--- src/rtl/rf_wb_arbiter.sv ---
// rf_wb_arbiter: shares the RegFile write port between the main WB (port 0)
// and a multi-cycle unit (port 1). Port 0 has priority; port 1 is forced
// through after MAX_WAIT stalled cycles. Tracks pending multi-cycle
// destinations in a scoreboard for decode RAW checks.
module rf_wb_arbiter #(
    parameter int WIDTH    = 32,
    parameter int MAX_WAIT = 4
) (
    input  logic             clk,
    input  logic             rst,
    input  logic             wb0_valid,
    output logic             wb0_ready,
    input  logic [4:0]       wb0_rd,
    input  logic [WIDTH-1:0] wb0_data,
    input  logic             wb1_valid,
    output logic             wb1_ready,
    input  logic [4:0]       wb1_rd,
    input  logic [WIDTH-1:0] wb1_data,
    input  logic             iss_valid,
    input  logic [4:0]       iss_rd,
    input  logic [4:0]       q_rA,
    input  logic [4:0]       q_rB,
    output logic             q_busyA,
    output logic             q_busyB,
    output logic             rf_we,
    output logic [4:0]       rf_rW,
    output logic [WIDTH-1:0] rf_din
);

    localparam logic [3:0] MAX_W = 4'(MAX_WAIT);

    logic [3:0]       wait_cnt;
    logic [31:1]      sb;
    logic [31:0]      sb_full;
    logic [31:0]      sb_nxt;
    logic             force1;
    logic             xfer0;
    logic             xfer1;
    logic             win;
    logic [4:0]       win_rd;
    logic [WIDTH-1:0] win_data;

    // x0 never has a pending write, so bit 0 of the widened view is tied low
    assign sb_full = {sb, 1'b0};

    // Arbitration: port 0 wins unless port 1 has waited MAX_WAIT cycles
    always_comb begin
        force1    = (wait_cnt == MAX_W) && wb1_valid;
        wb0_ready = !rst && !force1;
        wb1_ready = !rst && (force1 || !wb0_valid);
        xfer0     = wb0_valid && wb0_ready;
        xfer1     = wb1_valid && wb1_ready;
        win       = xfer0 || xfer1;
        win_rd    = xfer1 ? wb1_rd   : wb0_rd;
        win_data  = xfer1 ? wb1_data : wb0_data;
    end

    // Busy covers both pending ops and the write sitting in the output register
    always_comb begin
        q_busyA = !rst && (q_rA != 5'd0) && (sb_full[q_rA] || (rf_we && rf_rW == q_rA));
        q_busyB = !rst && (q_rB != 5'd0) && (sb_full[q_rB] || (rf_we && rf_rW == q_rB));
    end

    // Scoreboard next state: clear on port 1 completion, then set on issue so set wins
    always_comb begin
        sb_nxt = sb_full;
        if (xfer1 && wb1_rd != 5'd0)
            sb_nxt[wb1_rd] = 1'b0;
        if (iss_valid && iss_rd != 5'd0)
            sb_nxt[iss_rd] = 1'b1;
        sb_nxt[0] = 1'b0;
    end

    // Scoreboard register
    always_ff @(posedge clk) begin
        if (rst) sb <= '0;
        else     sb <= sb_nxt[31:1];
    end

    // Port 1 starvation counter: counts stalled cycles, saturates at MAX_WAIT
    always_ff @(posedge clk) begin
        if (rst)
            wait_cnt <= '0;
        else if (!wb1_valid || xfer1)
            wait_cnt <= '0;
        else if (wait_cnt != MAX_W)
            wait_cnt <= wait_cnt + 4'd1;
    end

    // Registered write port; rd==0 transfers complete but never write
    always_ff @(posedge clk) begin
        if (rst) begin
            rf_we  <= 1'b0;
            rf_rW  <= '0;
            rf_din <= '0;
        end else begin
            rf_we <= win && (win_rd != 5'd0);
            if (win && win_rd != 5'd0) begin
                rf_rW  <= win_rd;
                rf_din <= win_data;
            end
        end
    end

endmodule
--- config.mk ---
export PLATFORM = sky130hd
export DESIGN_NAME = rf_wb_arbiter
export DESIGN_NICKNAME = d
export VERILOG_FILES = /design/src/rtl/rf_wb_arbiter.sv
export SDC_FILE = /design/constraint.sdc
export NUM_CORES = 1
export LEC_CHECK = 0
export CORE_ASPECT_RATIO = 1.4
export CORE_UTILIZATION = 30
export DETAILED_ROUTE_END_ITERATION = 6
export PLACE_DENSITY = 0.6
export REMOVE_ABC_BUFFERS = 1
export SLEW_MARGIN = 20
export SYNTH_ARGS = -nofsm -noshare
export SYNTH_HDL_FRONTEND = slang
export SYNTH_SLANG_ARGS = --single-unit
--- constraint.sdc ---
create_clock -name clk -period 8.5 [get_ports clk]
set_input_delay 2.55 -clock clk [delete_from_list [all_inputs] [get_ports clk]]
set_output_delay 2.55 -clock clk [all_outputs]
set_load 0.02 [all_outputs]
* Word-level counts from Yosys, hierarchy flattened *
Index checks and enable logic that the tools add are counted.

storage, ports and cells
  flip-flop bits (word level) = 73
  bits of input ports = 94
  output and inout port bits = 42
  word-level logic and storage cells = 62

cells by class
  add/sub/neg operators = 1
  $lt $le $gt $ge = 6
  equal/unequal tests = 4
  multiplexer cells = 12
  bitwise gates (word level) = 3
  reduce and logical (&&, ||, !) cells = 31

operators by type and width
  cell                                                        number
  2-to-1 mux 32 bit                                           3
  bitwise AND 32 bit                                          1
  NOT 32 bit                                                  1
  OR 32 bit                                                   1
  nonzero test 5 bit                                          5
  less-than comparator 5 x 6 -> 1 bit, second input constant  4
  logical AND 1 bit                                           16
  binary-select mux 1 bit (select 5 bit)                      2
  demux 1 bit (select 5 bit)                                  2
  equality test 5 bit                                         2
  >= comparator 5 x 1 -> 1 bit, second input constant         2
  logical OR 1 bit                                            5
  2-to-1 mux 5 bit                                            1
  adder 4 x 1 -> 4 bit, second input constant                 1
  equality test 4 x 3 -> 1 bit, second input constant         1
  logical NOT 1 bit                                           4
  2-to-1 mux 1 bit                                            4
  != test 4 x 3 -> 1 bit, second input constant               1
  OR reduction 2 bit                                          1

* Logic depth before layout (Yosys ltp) *
Gate-level depths: netlist of the first run.

  word-level depth = 9
  depth in mapped cells = 9
  gate-level depth less buffers = 7

* Worst setup path after synthesis of the first run *
OpenSTA, ideal clock, no wires.

  path type = input to output
  start = input port q_rA[1]
  end = output port q_busyA
  arrival = 3.896 ns
  slack = 2.054 ns
  cell stages on the path = 6
  path through = buf_1 -> xnor2_1 -> nand4_1 -> nor3_1 -> o21ai_0 -> a31oi_1

between the ends
  cells in the longest elaborated chain, start to end = 4

ends and longest elaborated chain
  what                                                                                  RTL line  RTL
  start: declaration                                                                    21        input logic [4:0] q_rA,
  binary-select mux 1 bit (select 5 bit) / equality test 5 bit (equally long branches)  60        q_busyA = !rst && (q_rA != 5'd0) && (sb_full[q_rA] || (rf_we && rf_rW == q_rA));
  2-to-1 mux 1 bit (not written as such) / logical AND 1 bit (equally long branches)    60
  logical OR 1 bit                                                                      60
  logical AND 1 bit *                                                                   60
  end: declaration                                                                      23        output logic q_busyA,

Every way passes the cells marked *; elsewhere a longest branch is shown, timed or not. The select of a mux whose other input is x is not followed.

* Final worst setup path of the first run *
  start = input port q_rA[0]
  end = output port q_busyA

Same word-level chain as after synthesis.

==> summary.txt, run 1 <==
Hold_sp = wait_cnt[0]
Num CTS Buffers = 9
First-pass GRT wire length = 20.1 mm
Post-cts resize count = 0
Longest Clk Path Bufs = 2
Syn Inst Count = 496
Total grt overflow = 0
Final setup vio count = 0
Die X = 98.8 µm
Crit Reg-Reg Startpoint = wait_cnt[0]
Worst Hold Path EP = wait_cnt[0]
Ys Warns = 0
Worst Hold Depth = 1
Initial DRC Count = 276
Startpoint Class = primary input
Final Util = 44.5%
P_leak = 0.00206 µW
Worst IR Drop VDD = 0.0931 mV
Synth Area per Inst = 7.94 µm²
Antenna Violating Nets Remaining = 0
Syn-to-layout area delta = 44.9%
Tcrit/Tclk final = 88.5%
PwrDens = 173 nW/µm²
Final Hold Viols = 0
All-Layer GR Usage = 18.9%
Most frequent cell on the critical path = clkdlybuf4s50_1
DRC = 0
Max stage delay on crit path = 0.79 ns
Cell Rows = 49
Worst Skew = 0.00416 ns
Cell Chain, Critical Path = clkdlybuf4s50_1 -> mux4_2 -> and3b_1 -> nor4_1 -> a31oi_1 -> clkdlybuf4s50_1
Largest net degree at the start of global routing = 65
Final-stage net count = 705
Worst-margin pin slew = 0.711 ns
Vias = 4125
Hold buffers post-CTS = 0
Antenna cell count = 0
TritonRoute pass-1 iters = 5
Worst path bufs/invs = 2
Seq/Total Area, Yosys = 37.1%
Die Y = 138 µm
Total power = 986 µW
Clock root cell = clkbuf_16
Synth Flop Type = dfxtp_1
CTS sink cnt = 73
Vias per inst = 5.38
Crit path kind = in2out
CP Capture Type = output pin
Critical path fanouts, max = 12
R2R setup slack = 5.68 ns
Layout cells sized above 1 = 6.19%
Worst path depth = 6
Fmax achieved = 133 MHz
Critical path arrival = 4.97 ns
Post-synthesis async set-or-reset flop share = 0%
R2r worst-path depth = 9
Detailed placement HPWL = 9.34 mm
WP data required = 5.95 ns
Setup TNS = 0 ns
I/O Pins = 136
# H-tree levels = 3
Slew Limit Headroom = 52.5%
IO buf count = 135
Synth cell types = 45
Worst-path clk slew = 0.06 ns
RSZ-0062 raised after global routing = no
Core ar. = 12800 µm²
Clock latency on the worst-skew pair = 0.33 ns
Max Cap Viol = 0
R2R Path End = rf_din[23]
Gpl congestion = 0.882
Min Tclk post-route = 7.52 ns
Status = finished, final reports clean
Mapped cell area = 3940 µm²
Postcts setup bufs = 0
Slowest stage cell, crit path = clkdlybuf4s50_1
Die footprint = 13600 µm²
Vias in the first global route = 3887
Post-synth EDFFs = 0
Hold crit path type = reg2reg
#FFs+latches synth = 73
Worst path top cell family by delay = buffers and inverters
Fin. max-slew vios = 0
Initial core utilization = 30.7%
Antenna violations before repair = 0
Wire per inst = 16.3 µm
DRT Wirelength = 12.5 mm
CTS tree = done
power breakdown:
group | switching, µW | total, µW | internal, µW
registers | 12.3 | 372 | 360
clock network | 143 | 430 | 287
logic | 90.5 | 184 | 93.6
total | 246 | 986 | 740
logic make-up (layout without fill, tap and decap cells):
family | Yosys count | count (layout) | synth area share, %
simple gates | 225 | 225 | 25.0
buf+inv | 43 | 161 | 4.99
compound gates | 124 | 124 | 21.9
flops | 73 | 73 | 37.1
mux | 20 | 20 | 8.33
xor+xnor | 9 | 9 | 2.00
fa+ha+maj | 2 | 2 | 0.636
per-layer routing:
layer	share of wire [%]	GRT usage (%)	wire length, µm	vias to the layer above
met5	0	0	0	-
met4	3.5	10.3	433	0
met3	5.6	3.70	708	30
met2	51	33.5	6440	167
met1	40	21.4	4960	1935
li1	-	-	-	1993
flip-flops by register name (all words and copies together), names as in the netlist:
| register | count |
|---|---|
| rf_din | 32 |
| sb | 31 |
| rf_rW | 5 |
| wait_cnt | 4 |
| rf_we | 1 |
layout by cell type (no fill, tap or decap), types with 2 or more instances in the layout:
cell	synthesis	final
clkdlybuf4s50_1	0	134
o31ai_1	2	2
mux2i_1	8	8
inv_1	5	5
xor2_1	5	5
o21ai_0	25	25
clkbuf_1	21	2
nor2_1	55	55
buf_4	0	4
or3_1	2	2
nand2_1	115	115
a21o_1	2	2
and3b_1	2	2
a31oi_1	2	2
o211ai_1	2	2
nor4_1	2	2
a21oi_1	39	38
a311oi_1	36	36
or4_1	2	2
xnor2_1	4	4
mux4_2	10	10
nand2b_1	10	10
nor2b_1	9	9
a22oi_1	4	4
ha_1	2	2
nand3_1	12	12
nand4_1	3	3
or2_2	2	2
mux2_2	2	2
bufinv_16	0	3
clkbuf_16	0	9
a2111oi_0	2	2
o41ai_1	3	3
nand3b_1	2	2
nor3_1	6	6
dfxtp_1	73	73
metrics by stage:
stage / hold WS [ns] / instances / setup slack, ns / area [µm²]
global route: 0.480 / 767 / 0.845 / 5700
CTS: 0.463 / 766 / 0.944 / 5670
finish: 0.460 / 767 / 0.978 / 5700
floorplan: 0.430 / 458 / 2.36 / 3760
global placement: 0.445 / 750 / 1.02 / 5340
detailed placement: 0.449 / 750 / 0.944 / 5340
cells in the mapped netlist (all sizes together), types with 4 or more instances:
master    n  area [µm²]
inv       5        18.8
a311oi   36         315
a21oi    39         195
nor2b     9        56.3
nand2b   10        62.6
a22oi     4        30.0
xor2      5        43.8
buf      17        98.8
mux4     10         225
o21ai    25         125
dfxtp    73        1460
nand3    12        60.1
nand2   115         432
xnor2     4        35.0
nor2     55         206
nor3      6        30.0
mux2i     8        80.1
clkbuf   21        78.8
worst max path at each step:
| stage | slack (ns) | from | end |
|---|---|---|---|
| floorplan | 2.36 | q_rB[0] | q_busyB |
| global placement | 1.02 | q_rA[0] | q_busyA |
| detailed placement | 0.94 | q_rA[0] | q_busyA |
| CTS | 0.94 | q_rA[0] | q_busyA |
| global route | 0.84 | q_rA[0] | q_busyA |
| finish | 0.98 | q_rA[0] | q_busyA |
final cells by class:
class,instances,area [µm²]
inverter,5,18.8
tap,153,191
fill,1257,7110
clock inverter,5,104
timing repair buffer,140,1400
clock buffer,11,233
multi-input combinational,380,2290
sequential,73,1460
Power figures use the tool's default switching activity.
==> run 2: changes to the inputs <==
--- a/config.mk
+++ b/config.mk
@@ -5,10 +5,12 @@
 export SDC_FILE = /design/constraint.sdc
 export NUM_CORES = 1
 export LEC_CHECK = 0
+export CELL_PAD_IN_SITES_DETAIL_PLACEMENT = 1
+export CELL_PAD_IN_SITES_GLOBAL_PLACEMENT = 1
 export CORE_ASPECT_RATIO = 1.4
 export CORE_UTILIZATION = 30
 export DETAILED_ROUTE_END_ITERATION = 6
-export PLACE_DENSITY = 0.6
+export PLACE_DENSITY = 0.82
 export REMOVE_ABC_BUFFERS = 1
 export SLEW_MARGIN = 20
 export SYNTH_ARGS = -nofsm -noshare
==> summary.txt, run 2 (synthesis gave the netlist of run 1 again) <==
Status = finished, final reports clean
Largest net degree at the start of global routing = 65
Antenna Violating Nets Remaining = 0
Vias per inst = 5.51
Share of total power in combinational logic = 19.2%
Setup TNS = 0 ns
Cell Rows = 49
Antenna cell count = 0
Die footprint = 13600 µm²
Flip-flop and latch area = 1460 µm²
First-pass GRT wire length = 23.0 mm
Initial DRC Count = 240
Gpl congestion = 0.830
Num CTS Buffers = 9
Slowest stage cell, crit path = clkdlybuf4s50_1
Area of the multi-input gates = 2290 µm²
IO buf count = 135
Vias = 4224
Flip-flop count of the largest register after layout = 32
Fin. max-slew vios = 0
Reg power frac = 38.1%
Worst IR Drop VDD = 0.0862 mV
Longest Clk Path Bufs = 2
Layout cells sized above 1 = 6.35%
Wire per inst = 18.8 µm
Max Cap Viol = 0
Most common cell after layout, fill and taps aside = clkdlybuf4s50_1
Core ar. = 12800 µm²
Final setup vio count = 0
All-Layer GR Usage = 21.6%
Die Y = 138 µm
Post-cts resize count = 0
Startpoint Class = primary input
CP Capture Type = output pin
WP data required = 5.95 ns
Crit path kind = in2out
Critical path fanouts, max = 12
Hold crit path type = reg2reg
Biggest register = rf_din
Max stage delay on crit path = 0.82 ns
DRT Wirelength = 14.4 mm
TritonRoute pass-1 iters = 4
Vias in the first global route = 4428
P_leak = 0.00206 µW
CTS tree = done
Worst Skew = 0.00658 ns
Worst-path clk slew = 0.05 ns
Fmax achieved = 132 MHz
Most frequent cells in the layout = 134 x clkdlybuf4s50_1, 115 x nand2_1, 73 x dfxtp_1
Final Util = 44.5%
Sw Share = 25.1%
CTS sink cnt = 73
Critical Path Source = q_rA[0]
Largest regs = rf_din (32), sb (31), rf_rW (5)
Clock root cell = clkbuf_16
DRC = 0
Crit Reg-Reg Startpoint = wait_cnt[0]
Postcts setup bufs = 0
Cell Chain, Critical Path = clkdlybuf4s50_1 -> mux4_2 -> nand2_1 -> nand2_1 -> nor4_1 -> a31oi_1 -> clkdlybuf4s50_1
P_sw = 246 µW
Worst-margin pin slew = 0.720 ns
Clock latency on the worst-skew pair = 0.33 ns
RSZ-0062 raised after global routing = no
Total grt overflow = 0
Hold_sp = rf_din[22]
Die X = 98.8 µm
Hold buffers post-CTS = 0
PwrDens = 172 nW/µm²
Final-stage net count = 706
Initial core utilization = 30.7%
Detailed placement HPWL = 10.6 mm
Slew Limit Headroom = 51.9%
Critical path arrival = 5.00 ns
Clk network pwr share = 42.8%
Internal power = 733 µW
I/O Pins = 136
Syn-to-layout area delta = 44.9%
Final Hold Viols = 0
# fillers = 1518
Antenna violations before repair = 0
# H-tree levels = 3
Min Tclk post-route = 7.55 ns
Tcrit/Tclk final = 88.8%
[run 2: final timing paths]
path,endpoint,slack (ns),cells past startpoint
worst max-delay path,q_busyA,0.95,7
worst min-delay path,rf_din[22],0.50,2
worst max register to register,rf_din[11],5.87,8
worst min register to register,rf_din[22],0.50,2
[run 2: power by group through the flow]
stage	sequential, µW	clock [µW]	combinational, µW
global route	375	444	201
finish	373	419	188
global placement	379	0	181
CTS	373	427	188
floorplan	396	0	57.6
detailed placement	381	0	186
[run 2: area by class of cell]
cell class	count	share of cell area [%]
Sequential cell	73	25.6
Inverter	5	0.329
Timing Repair Buffer	141	24.7
Clock buffer	13	4.74
Tap cell	153	3.36
Multi-Input combinational cell	380	40.1
Clock inverter	2	1.05
[run 2: stage by stage]
step	instances	cell area, µm²	hold WS [ns]	setup WS [ns]	power, µW
global route	767	5700	0.520	0.782	1020
detailed placement	751	5350	0.475	0.936	567
global placement	751	5350	0.443	1.03	560
floorplan	458	3760	0.430	2.36	453
CTS	766	5680	0.504	0.934	988
finish	767	5700	0.496	0.948	980
[run 2: worst max-delay path: cells and delay by family]
family,cells,cell delay (ns)
buffers and inverters,2,1.36
multiplexers,1,0.58
AND/OR/NAND/NOR,3,0.43
AO/OA/AOI/OAI,1,0.07
[run 2: routing by layer]
layer	share of wire [%]	vias to the layer above	global-route usage, %
met5	0	-	0
met4	3.4	0	9.95
met3	3.9	34	3.50
met2	55	119	41.5
met1	38	2071	23.0
li1	-	2000	-
==> run 3: changes to the inputs <==
--- a/config.mk
+++ b/config.mk
@@ -5,12 +5,14 @@
 export SDC_FILE = /design/constraint.sdc
 export NUM_CORES = 1
 export LEC_CHECK = 0
+export ABC_AREA = 0
 export CELL_PAD_IN_SITES_DETAIL_PLACEMENT = 1
 export CELL_PAD_IN_SITES_GLOBAL_PLACEMENT = 1
 export CORE_ASPECT_RATIO = 1.4
-export CORE_UTILIZATION = 30
+export CORE_UTILIZATION = 29
+export CTS_CLUSTER_DIAMETER = 60
 export DETAILED_ROUTE_END_ITERATION = 6
-export PLACE_DENSITY = 0.82
+export PLACE_DENSITY = 0.83
 export REMOVE_ABC_BUFFERS = 1
 export SLEW_MARGIN = 20
 export SYNTH_ARGS = -nofsm -noshare
==> constraint.sdc (replaced) <==
create_clock -name clk -period 6.5 [get_ports clk]
set_input_delay 1.95 -clock clk [delete_from_list [all_inputs] [get_ports clk]]
set_output_delay 1.95 -clock clk [all_outputs]
set_load 0.02 [all_outputs]
==> summary.txt, run 3 (synthesis gave the netlist of run 1 again) <==
Most frequent cells in the layout = 134 x clkdlybuf4s50_1, 115 x nand2_1, 73 x dfxtp_1
IO buf count = 135
WP data required = 4.55 ns
Final Util = 42.9%
Vias per inst = 5.33
Worst Skew = 0.00610 ns
P_leak = 0.00205 µW
Status = finished, final reports clean
PwrDens = 223 nW/µm²
Initial DRC Count = 189
Largest regs = rf_din (32), sb (31), rf_rW (5)
Fmax achieved = 158 MHz
Startpoint Class = primary input
Initial core utilization = 29.5%
Core ar. = 13300 µm²
Final setup vio count = 0
Slew Limit Headroom = 35.4%
Wire per inst = 18.4 µm
Final Hold Viols = 0
RSZ-0062 raised after global routing = no
Final-stage net count = 707
Vias in the first global route = 4439
First-pass GRT wire length = 23.2 mm
CTS sink cnt = 73
Postcts setup bufs = 0
Worst-path clk slew = 0.06 ns
Post-cts resize count = 0
Setup TNS = 0 ns
Hold crit path type = reg2reg
Worst-margin pin slew = 0.944 ns
I/O Pins = 136
DRT Wirelength = 14.7 mm
Crit path kind = in2out
Largest net degree at the start of global routing = 71
Critical path arrival = 4.38 ns
# fillers = 1604
Antenna violations before repair = 0
Slowest stage cell, crit path = clkdlybuf4s50_1
Clock latency on the worst-skew pair = 0.33 ns
Antenna cell count = 0
Most frequent cell on the critical path = clkdlybuf4s50_1
Longest Clk Path Bufs = 2
Hold buffers post-CTS = 0
TritonRoute pass-1 iters = 4
Max stage delay on crit path = 0.71 ns
Gpl congestion = 0.953
Clock root cell = clkbuf_16
Cell Rows = 50
Die footprint = 14100 µm²
Syn-to-layout area delta = 45.3%
Vias = 4251
Layout cells sized above 1 = 6.66%
Most common cell after layout, fill and taps aside = clkdlybuf4s50_1
Cell Chain, Critical Path = clkdlybuf4s50_1 -> mux4_2 -> nor2b_1 -> o311a_1 -> a32oi_1 -> clkdlybuf4s50_1
Die Y = 140 µm
Detailed placement HPWL = 10.8 mm
Antenna Violating Nets Remaining = 0
Biggest register = rf_din
R2R setup slack = 3.84 ns
Total grt overflow = 0
Flip-flop count of the largest register after layout = 32
Critical path fanouts, max = 12
Max Cap Viol = 0
Min Tclk post-route = 6.33 ns
Die X = 100 µm
Num CTS Buffers = 9
DRC = 0
All-Layer GR Usage = 21.4%
Fin. max-slew vios = 0
Worst IR Drop VDD = 0.107 mV
# H-tree levels = 3
CTS tree = done
Tcrit/Tclk final = 97.4%
CP Capture Type = output pin
[run 3: through the flow]
step                      setup WS (ns)  hold slack [ns]  std cells  instance area, µm²  total power, µW
after global placement            0.288            0.443        782                5400              734
after detailed placement          0.155            0.474        782                5400              742
final                             0.170            0.482        798                5720             1270
after floorplan                    1.56            0.430        458                3760              593
after global routing             0.0804            0.518        798                5720             1320
after CTS                         0.158            0.488        798                5720             1280
[run 3: metal layers]
metal | up-vias | part of all wire [%] | global-route usage [%]
met1 | 2074 | 37 | 23.0
li1 | 2004 | - | -
met3 | 40 | 3.5 | 2.76
met4 | 0 | 4.1 | 10.5
met5 | - | 0 | 0
met2 | 133 | 55 | 40.1
[run 3: worst paths after layout]
check | start | endpoint | depth (start not counted)
max | q_rB[0] | q_busyB | 6
min | wait_cnt[0] | wait_cnt[0] | 1
max reg2reg | wait_cnt[0] | rf_din[20] | 8
min reg2reg | wait_cnt[0] | wait_cnt[0] | 1
[run 3: power breakdown]
| group | switching (µW) | internal, µW | total (µW) |
|---|---|---|---|
| Clock | 194 | 346 | 540 |
| Combinational | 123 | 122 | 246 |
| Sequential | 16.7 | 470 | 487 |
[run 3: area by class of cell]
class	instances	area, µm²	area share, %
Tap cell	182	228	3.98
Multi-Input combinational cell	380	2290	40.0
Clock inverter	5	78.8	1.38
Clock buffer	11	243	4.25
Timing Repair Buffer	142	1400	24.5
Sequential cell	73	1460	25.6
Inverter	5	18.8	0.328
[run 3: critical path: cells and delay by family]
kind,cells,cell delay (ns)
buffers and inverters,2,1.36
AND/OR/NAND/NOR,1,0.06
multiplexers,1,0.49
AO/OA/AOI/OAI,2,0.52
